===== config.mk =====
export PLATFORM = sky130hd
export DESIGN_NAME = seg_scan_decoder
export DESIGN_NICKNAME = d
export VERILOG_FILES = /design/src/rtl/seg_scan_decoder.sv
export SDC_FILE = /design/constraint.sdc
export NUM_CORES = 1
export LEC_CHECK = 0
export CORE_ASPECT_RATIO = 0.75
export CORE_MARGIN = 2
export CORE_UTILIZATION = 49
export CTS_CLUSTER_SIZE = 12
export DETAILED_ROUTE_END_ITERATION = 7
export PLACE_DENSITY = 0.69
export SYNTH_ARGS = -nofsm -noshare
export SYNTH_HDL_FRONTEND = slang
export SYNTH_SLANG_ARGS = --single-unit

===== constraint.sdc =====
create_clock -name clk_fpga -period 4.1 [get_ports clk_fpga]
set_input_delay 0.41 -clock clk_fpga [delete_from_list [all_inputs] [get_ports clk_fpga]]
set_output_delay 0.41 -clock clk_fpga [all_outputs]
set_load 0.02 [all_outputs]

===== src/rtl/seg_scan_decoder.sv =====
// Decodes a multiplexed 4-digit 7-segment scoreboard scan back into runs/wickets.
// Optional text glyphs (t, I) for match status are enabled with `define SEG_SCAN_TEXT_EN.
module seg_scan_decoder #(
  parameter int SETTLE_CYCLES  = 16,
  parameter int TIMEOUT_CYCLES = 4000000
) (
  input  logic       clk_fpga,
  input  logic       reset,
  input  logic [3:0] an,
  input  logic [6:0] seg,
  input  logic       dp,
  output logic [9:0] runs,
  output logic [3:0] wickets,
  output logic       frame_strobe,
  output logic       frame_valid,
  output logic       decode_err,
  output logic       sep_ok,
  output logic       stale,
  output logic       inning_over,
  output logic       winner_valid,
  output logic       winner
);

  typedef enum logic [1:0] {K_NUM, K_T, K_I, K_BAD} kind_t;
  typedef struct packed {
    kind_t      kind;
    logic [3:0] val;
    logic       dot;
  } digit_t;

`ifdef SEG_SCAN_TEXT_EN
  localparam bit TEXT_EN = 1'b1;
`else
  localparam bit TEXT_EN = 1'b0;
`endif

  localparam int CW = $clog2(SETTLE_CYCLES + 2);
  localparam int TW = $clog2(TIMEOUT_CYCLES + 1);
  localparam logic [CW-1:0] SETTLE = CW'(SETTLE_CYCLES);
  localparam logic [TW-1:0] TMAX   = TW'(TIMEOUT_CYCLES);

  // g is the active-high gfedcba pattern, d the active-high decimal point.
  function automatic digit_t decode(input logic [6:0] g, input logic d);
    digit_t r;
    r.kind = K_NUM;
    r.val  = 4'd0;
    r.dot  = d;
    case (g)
      7'h3F, 7'h00: r.val = 4'd0;
      7'h06: r.val = 4'd1;
      7'h5B: r.val = 4'd2;
      7'h4F: r.val = 4'd3;
      7'h66: r.val = 4'd4;
      7'h6D: r.val = 4'd5;
      7'h7D: r.val = 4'd6;
      7'h07: r.val = 4'd7;
      7'h7F: r.val = 4'd8;
      7'h6F: r.val = 4'd9;
      7'h78: r.kind = TEXT_EN ? K_T : K_BAD;
      7'h30: r.kind = TEXT_EN ? K_I : K_BAD;
      default: r.kind = K_BAD;
    endcase
    return r;
  endfunction

  logic [3:0]    an_s1, an_s2, an_prev;
  logic [6:0]    seg_s1, seg_s2;
  logic          dp_s1, dp_s2;
  logic [CW-1:0] cnt, cnt_next, run_len;
  logic          one_hot, capture;
  logic [1:0]    cap_idx;
  logic [3:0]    mask;
  digit_t [3:0]  digits;
  logic [TW-1:0] to_cnt;
  logic          frame_done, all_num;
  logic [9:0]    runs_calc;

  always_ff @(posedge clk_fpga or negedge reset) begin
    if (!reset) begin
      an_s1  <= '0;
      an_s2  <= '0;
      seg_s1 <= '0;
      seg_s2 <= '0;
      dp_s1  <= 1'b0;
      dp_s2  <= 1'b0;
    end else begin
      // NOTE: non-blocking so each flop stage samples the previous stage's old value.
      an_s1  <= an;
      an_s2  <= an_s1;
      seg_s1 <= seg;
      seg_s2 <= seg_s1;
      dp_s1  <= dp;
      dp_s2  <= dp_s1;
    end
  end

  // run_len: cycles the current synchronized anode value has been held, this cycle included.
  always_comb begin
    // NOTE: every output of this block gets a default first so no latch is inferred.
    one_hot  = 1'b0;
    cap_idx  = 2'd0;
    case (an_s2)
      4'b1110: begin one_hot = 1'b1; cap_idx = 2'd0; end
      4'b1101: begin one_hot = 1'b1; cap_idx = 2'd1; end
      4'b1011: begin one_hot = 1'b1; cap_idx = 2'd2; end
      4'b0111: begin one_hot = 1'b1; cap_idx = 2'd3; end
      default: ;
    endcase
    run_len  = (an_s2 == an_prev) ? cnt + CW'(1) : CW'(1);
    capture  = one_hot && (run_len == SETTLE);
    cnt_next = !one_hot ? '0 : ((run_len > SETTLE) ? SETTLE : run_len);
  end

  always_comb begin
    frame_done = (mask == 4'b1111);
    all_num    = (digits[3].kind == K_NUM) && (digits[2].kind == K_NUM) &&
                 (digits[1].kind == K_NUM) && (digits[0].kind == K_NUM);
    runs_calc  = 10'(digits[3].val) * 10'd100 + 10'(digits[2].val) * 10'd10 +
                 10'(digits[1].val);
  end

  always_ff @(posedge clk_fpga or negedge reset) begin
    if (!reset) begin
      an_prev      <= '0;
      cnt          <= '0;
      mask         <= '0;
      digits       <= '0;
      runs         <= '0;
      wickets      <= '0;
      frame_strobe <= 1'b0;
      frame_valid  <= 1'b0;
      decode_err   <= 1'b0;
      sep_ok       <= 1'b0;
      to_cnt       <= '0;
      stale        <= 1'b0;
    end else begin
      an_prev      <= an_s2;
      cnt          <= cnt_next;
      frame_strobe <= frame_done;
      if (capture)
        digits[cap_idx] <= decode(~seg_s2, ~dp_s2);
      // A capture on the completion cycle lands in the freshly cleared mask.
      if (frame_done)
        mask <= capture ? ~an_s2 : 4'b0000;
      else if (capture)
        mask <= mask | ~an_s2;
      if (frame_done) begin
        sep_ok     <= ({digits[3].dot, digits[2].dot, digits[1].dot, digits[0].dot} == 4'b0010);
        decode_err <= !all_num;
        if (all_num) begin
          runs        <= runs_calc;
          wickets     <= digits[0].val;
          frame_valid <= 1'b1;
        end
        to_cnt <= '0;
        stale  <= 1'b0;
      end else if (to_cnt != TMAX) begin
        to_cnt <= to_cnt + TW'(1);
        stale  <= (to_cnt == TMAX - TW'(1));
      end
    end
  end

`ifdef SEG_SCAN_TEXT_EN
  logic win_frame;
  always_comb begin
    win_frame = (digits[3].kind == K_T) &&
                (digits[2].kind == K_NUM) && (digits[2].val == 4'd0) &&
                (digits[1].kind == K_NUM) && (digits[1].val == 4'd1 || digits[1].val == 4'd2) &&
                (digits[0].kind == K_NUM) && (digits[0].val == 4'd0);
  end

  always_ff @(posedge clk_fpga or negedge reset) begin
    if (!reset) begin
      inning_over  <= 1'b0;
      winner_valid <= 1'b0;
      winner       <= 1'b0;
    end else if (frame_done) begin
      if (win_frame) begin
        winner_valid <= 1'b1;
        winner       <= (digits[1].val == 4'd2);
      end
      if (digits[3].kind == K_I)
        inning_over <= 1'b1;
    end
  end
`else
  assign inning_over  = 1'b0;
  assign winner_valid = 1'b0;
  assign winner       = 1'b0;
`endif

endmodule

==> out/results.txt, run 1 <==
status: finished, final reports clean
RSZ-0062 raised after global routing: false
share of the yosys chip area belonging to registers: 0.5340
Mapped Cells: 405
reg2reg end: runs[9]
area leader, netlist: dfrtp_1
largest net degree at the start of global routing: 80
Pwr Density: 347.3 nW/um^2
Worst slew margin: 0.3579
CTS buffer count: 9
estimated wirelength of the detail-placed design: 5.643 mm
antenna violation net count after detailed routing: 0
Clock Sink Count: 102
post-synthesis cell type count: 49
pre-CTS WS: 1056 ps
Vias: 2954
Worst Reg-to-Reg Cells: 11
Worst R2R Setup Slack: 1050 ps
CTS tree: done
Primary FF master, synth: dfrtp_1
worst-margin pin slew: 963.2 ps
area grow syn2layout: 15.21%
Ys Warns: 0
CP Launch Type: flop
Synth Cell Area: 4780 sq um
final core occ: 0.5748
clock buffer depth: 2
DR iter-0 viols: 174
number of global-route vias before repair: 2971
xor/xnor cell area share of the yosys netlist: 0.07147
Design Power: 1.912 mW
layout cells sized above 1: 0.09977
simple-gate share of the synthesized area: 0.1503
H-Tree Depth: 3
max_cap viols: 0
Slowest Stage Delay on Critical Path: 410 ps
Post-CTS Setup Bufs: 0
number of synthesized register bits: 102
Core Area: 9580 sq um
drt first pass iters: 4
CP Max Fanout: 4
total wire length: 7.930 mm
die width: 118.0 um
Worst-Skew Late Latency: 340 ps
Net count, final: 483
slowest CP cell: dfrtp_1
Routed WL per cell: 13.84 um
CP endpoint kind: flop
CP required: 4320 ps
FMAX: 0.3276 GHz
period utilization: 0.7446
Hold WS: 205.6 ps
Avg Inst Size Synth: 11.80 sq um
clock slew at reported path FFs: 70 ps
Vias/cell: 5.155
non-filler cells, final: 573
Crit path depth: 11
Inserted Diodes: 0
area share of fa/ha/maj cells after synthesis: 0.08901
Crit Path Class: reg -> reg
Hold/Removal Path Class: in -> async
IO Count: 36
clock root buffer: clkbuf_16
commonest non-fill, non-tap cell in the layout: dfrtp_1
CP Buf/Inv Count: 0
cts repair resizes: 0
most frequent cells in the layout: 102 x dfrtp_1, 31 x clkdlybuf4s50_1, 30 x nor2_1
compound-gate portion of the synthesized area: 0.04974
fill cell count: 823
CP dominant cell by count: ha_1
Final Cell Area: 5507 sq um
Setup-failing EPs final: 0
Data arrival, critical path: 3280 ps
top cell type's share of synthesized area: 0.5340
Cell Rows: 31
Initial Util: 0.4989
worst clock skew: 7.393 ps
Synth area leaders: dfrtp_1 53%, ha_1 6.8%, xor2_1 4.8%, mux2_2 4.0%, xnor2_1 2.4%
asr flop ratio synth: 1.000
setup TNS: 0 ps
largest family of logic cells by synthesized area: simple AND/OR/NAND/NOR gates
Fin. Hold Viols: 0
Post-synth EDFFs: 0
initial antenna violation count: 0
mux share of post-synthesis cell area: 0.07801
leakage: 2.619 nW
Slew Limit Fails: 0
fin crit period: 3053 ps
Final WS setup: 1047 ps
Hold Buf Count CTS: 0
DIE AREA: 10570 sq um
CP top delay family: adder cells
total gr overflow: 0
Worst R2R Start: digits[16]
GRT Util Overall: 0.1685
crit path cell chain: ha_1, ha_1, fa_1, xor2_1, ha_1, ha_1, a21oi_1, o21ai_0, o31ai_1, xnor2_1, o21ai_0
global-route wire length before repair: 13.92 mm
PortBufs: 32
Residual DRC: 0
Routability Congestion: 0.8643
VDD IR max: 235.1 uV
dpl cell area: 5221 sq um
Die H: 89.53 um
cell total after placement: 559
[per-layer routing]
metal	part of all wire	routed length [um]	track usage
met5	0	0	0
met4	0.0091	72	0.04600
met3	0.043	341	0.05166
met2	0.43	3411	0.2627
met1	0.52	4105	0.2326
[registers in the layout (all words and copies together), names as in the netlist]
signal	cells
digits	24
to_cnt	22
runs	10
seg_s1	7
seg_s2	7
cnt	5
an_prev	4
an_s1	4
an_s2	4
mask	4
wickets	4
decode_err	1
dp_s1	1
dp_s2	1
frame_strobe	1
frame_valid	1
sep_ok	1
stale	1
[where the power goes]
group / leakage [nW] / switching [mW] / internal (mW)
Clock: 0.138 / 0.352 / 0.469
Combinational: 1.14 / 0.0344 / 0.0218
Sequential: 1.35 / 0.0139 / 1.02
[worst max-delay path by stage]
stage                          start  endpoint  slack [ps]
after detailed placement  digits[16]   runs[9]        1060
after CTS                 digits[16]   runs[9]        1030
after global placement    digits[16]   runs[9]        1140
final                     digits[16]   runs[9]        1050
after global routing      digits[16]   runs[9]         860
after floorplan           digits[16]   runs[9]        1240
[synthesized netlist by cell type (8+ instances only)]
library cell and number:
nand4_1 11, dfrtp_1 102, a21oi_1 9, inv_1 14, mux2_2 17, nand2_1 25, xor2_1 26, xnor2_1 13
nor2_1 30, ha_1 26, nand3_1 16, clkbuf_1 8, o21ai_0 17
[worst reg2reg max path, stage by stage, from the launching register on]
cell and delay [ps]:
dfrtp_1 410, ha_1 310, ha_1 230, fa_1 370
xor2_1 150, ha_1 290, ha_1 340, a21oi_1 170
o21ai_0 160, o31ai_1 270, xnor2_1 150, o21ai_0 80
[kinds of logic after synthesis]
logic type,after synthesis
AND/OR/NAND/NOR,130
other,1
adder cells (fa/ha/maj),31
buffers and inverters,30
XOR/XNOR,39
multiplexers,32
flip-flops,102
AO/OA/AOI/OAI,40
[final cells by class]
cell class	instances	area, sq um	share of cell area
inverter	15	56.30	0.01022
clock inverter	5	60.06	0.01091
multi-input combinational	275	2107	0.3826
tap	132	165.2	0.02999
sequential	102	2552	0.4635
clock buffer	9	225.2	0.04090
timing repair buffer	35	340.3	0.06180
No activity file was read; power rests on OpenSTA's default activity.
==> run 2, diff against run 1 <==
- clock period: 4.1 -> 2.9 ns (I/O delays scaled with it)
==> run 2 against run 1 <==
  * The run now ends with negative hold slack left
  * Worst setup slack got worse by 900 ps
  * Worst hold slack got worse by 210 ps
  * Clock power rose by 50%
  * Wire length rose by 5.2%
  * Sequential share of layout area fell by 1.1 points
  * Register-to-register slack got worse by 900 ps
  * Clock skew barely moved
  * Clock-buffer cell count rose by 1
  * Critical endpoint is now runs[7]
  * Highest routed layer unchanged
==> out/results.txt, run 2 (synthesis results as in run 1) <==
Net count, final: 490
Residual DRC: 0
estimated wirelength of the detail-placed design: 5.811 mm
global-route wire length before repair: 14.60 mm
commonest non-fill, non-tap cell in the layout: dfrtp_1
Pwr Density: 491.8 nW/um^2
initial antenna violation count: 0
CP endpoint kind: flop
fill cell count: 833
clock root buffer: clkbuf_16
Clock Sink Count: 102
PortBufs: 32
GRT Util Overall: 0.1765
Core Area: 9580 sq um
most frequent cells in the layout: 102 x dfrtp_1, 31 x clkdlybuf4s50_1, 30 x nor2_1
Hold/Removal Path Class: in -> async
fin crit period: 2750 ps
Inserted Diodes: 0
max reg flops: 24
leakage: 2.658 nW
die width: 118.0 um
max_cap viols: 0
status: complete, but fails checks
Worst Reg-to-Reg Cells: 11
setup TNS: 0 ps
Cell Rows: 31
Final WS setup: 150.3 ps
clock slew at reported path FFs: 70 ps
failing checks: negative hold slack
Initial Util: 0.4989
clock buffer depth: 2
Hold WS: -1.990 ps
Routed WL per cell: 14.33 um
Routability Congestion: 0.8364
CTS buffer count: 9
total gr overflow: 0
Regs by FF count: digits: 24 flops, to_cnt: 22 flops, runs: 10 flops
Setup-failing EPs final: 0
Final Cell Area: 5640 sq um
Data arrival, critical path: 2980 ps
worst-margin pin slew: 718.6 ps
Vias: 3087
Die H: 89.53 um
Slew Limit Fails: 0
Worst slew margin: 0.5209
area grow syn2layout: 18.01%
worst clock skew: 7.853 ps
VDD IR max: 497.2 uV
CP Max Fanout: 4
pre-CTS WS: -41.59 ps
FMAX: 0.3637 GHz
Fin. Hold Viols: 5
total wire length: 8.340 mm
Design Power: 2.774 mW
Worst R2R Setup Slack: 150 ps
drt first pass iters: 4
cell total after placement: 564
period utilization: 0.9482
Vias/cell: 5.304
CTS tree: done
largest net degree at the start of global routing: 58
DR iter-0 viols: 104
Hold Buf Count CTS: 0
CP required: 3130 ps
Worst-Skew Late Latency: 350 ps
DIE AREA: 10570 sq um
layout cells sized above 1: 0.1333
number of global-route vias before repair: 3028
H-Tree Depth: 3
antenna violation net count after detailed routing: 0
IO Count: 36
dpl cell area: 5271 sq um
Crit Path Class: reg -> reg
CP Launch Type: flop
non-filler cells, final: 582
Largest Register: digits
==> run 2: layer usage <==
layer  part of all wire  vias to the layer above  global-route usage
met2               0.44                       55              0.2796
met4              0.017                        0             0.06353
met1               0.50                     1534              0.2400
met5                  0                        -                   0
li1                   -                     1483                   -
met3              0.039                       15             0.04528
==> run 2: worst paths after layout <==
| path | startpoint | end |
|---|---|---|
| max in group asynchronous | reset | wickets[1] |
| hold reg to reg | dp_s1 | dp_s2 |
| hold / removal | reset | runs[5] |
| min in group clk_fpga | dp_s1 | dp_s2 |
| setup reg to reg | digits[16] | runs[7] |
| setup / recovery | digits[16] | runs[7] |
==> run 2: report_power, final <==
group          leakage [nW]  switching (mW)  internal (mW)
combinational          1.16          0.0488         0.0327
sequential             1.35          0.0201           1.44
clock                 0.151           0.542          0.688
total                  2.66           0.611           2.16
==> run 2: cell type report <==
cell class | count | area [sq um] | area share
repair buffers | 42 | 405.4 | 0.07187
flip-flops and latches | 102 | 2552 | 0.4525
clock buffers | 10 | 229.0 | 0.04059
well taps | 132 | 165.2 | 0.02928
clock inverters | 6 | 78.83 | 0.01398
inverters | 15 | 56.30 | 0.009982
multi-input cells | 275 | 2153 | 0.3818
==> run 2: critical path, stage by stage, from the launching register on <==
cell and delay [ps]:
dfrtp_1 390, ha_1 300, ha_2 200, fa_2 330
xor2_1 150, ha_1 310, ha_4 300, o211ai_1 120
o21ai_2 200, buf_4 130, xnor2_1 110, o21ai_1 90
==> run 2: metrics by stage <==
stage / utilization / hold slack, ps
finish: 0.5887 / -1.990
global route: 0.5887 / 61.18
CTS: 0.5839 / 25.40
detailed placement: 0.5502 / 334.7
global placement: 0.5502 / 332.9
floorplan: - / -5.591
==> run 2: timing repair <==
| action | in CTS | in global routing |
|---|---|---|
| pin swaps | 3 | 6 |
| setup endpoints to repair | 1 | 3 |
| resized for setup | 3 | 10 |
| setup buffers | 0 | 2 |
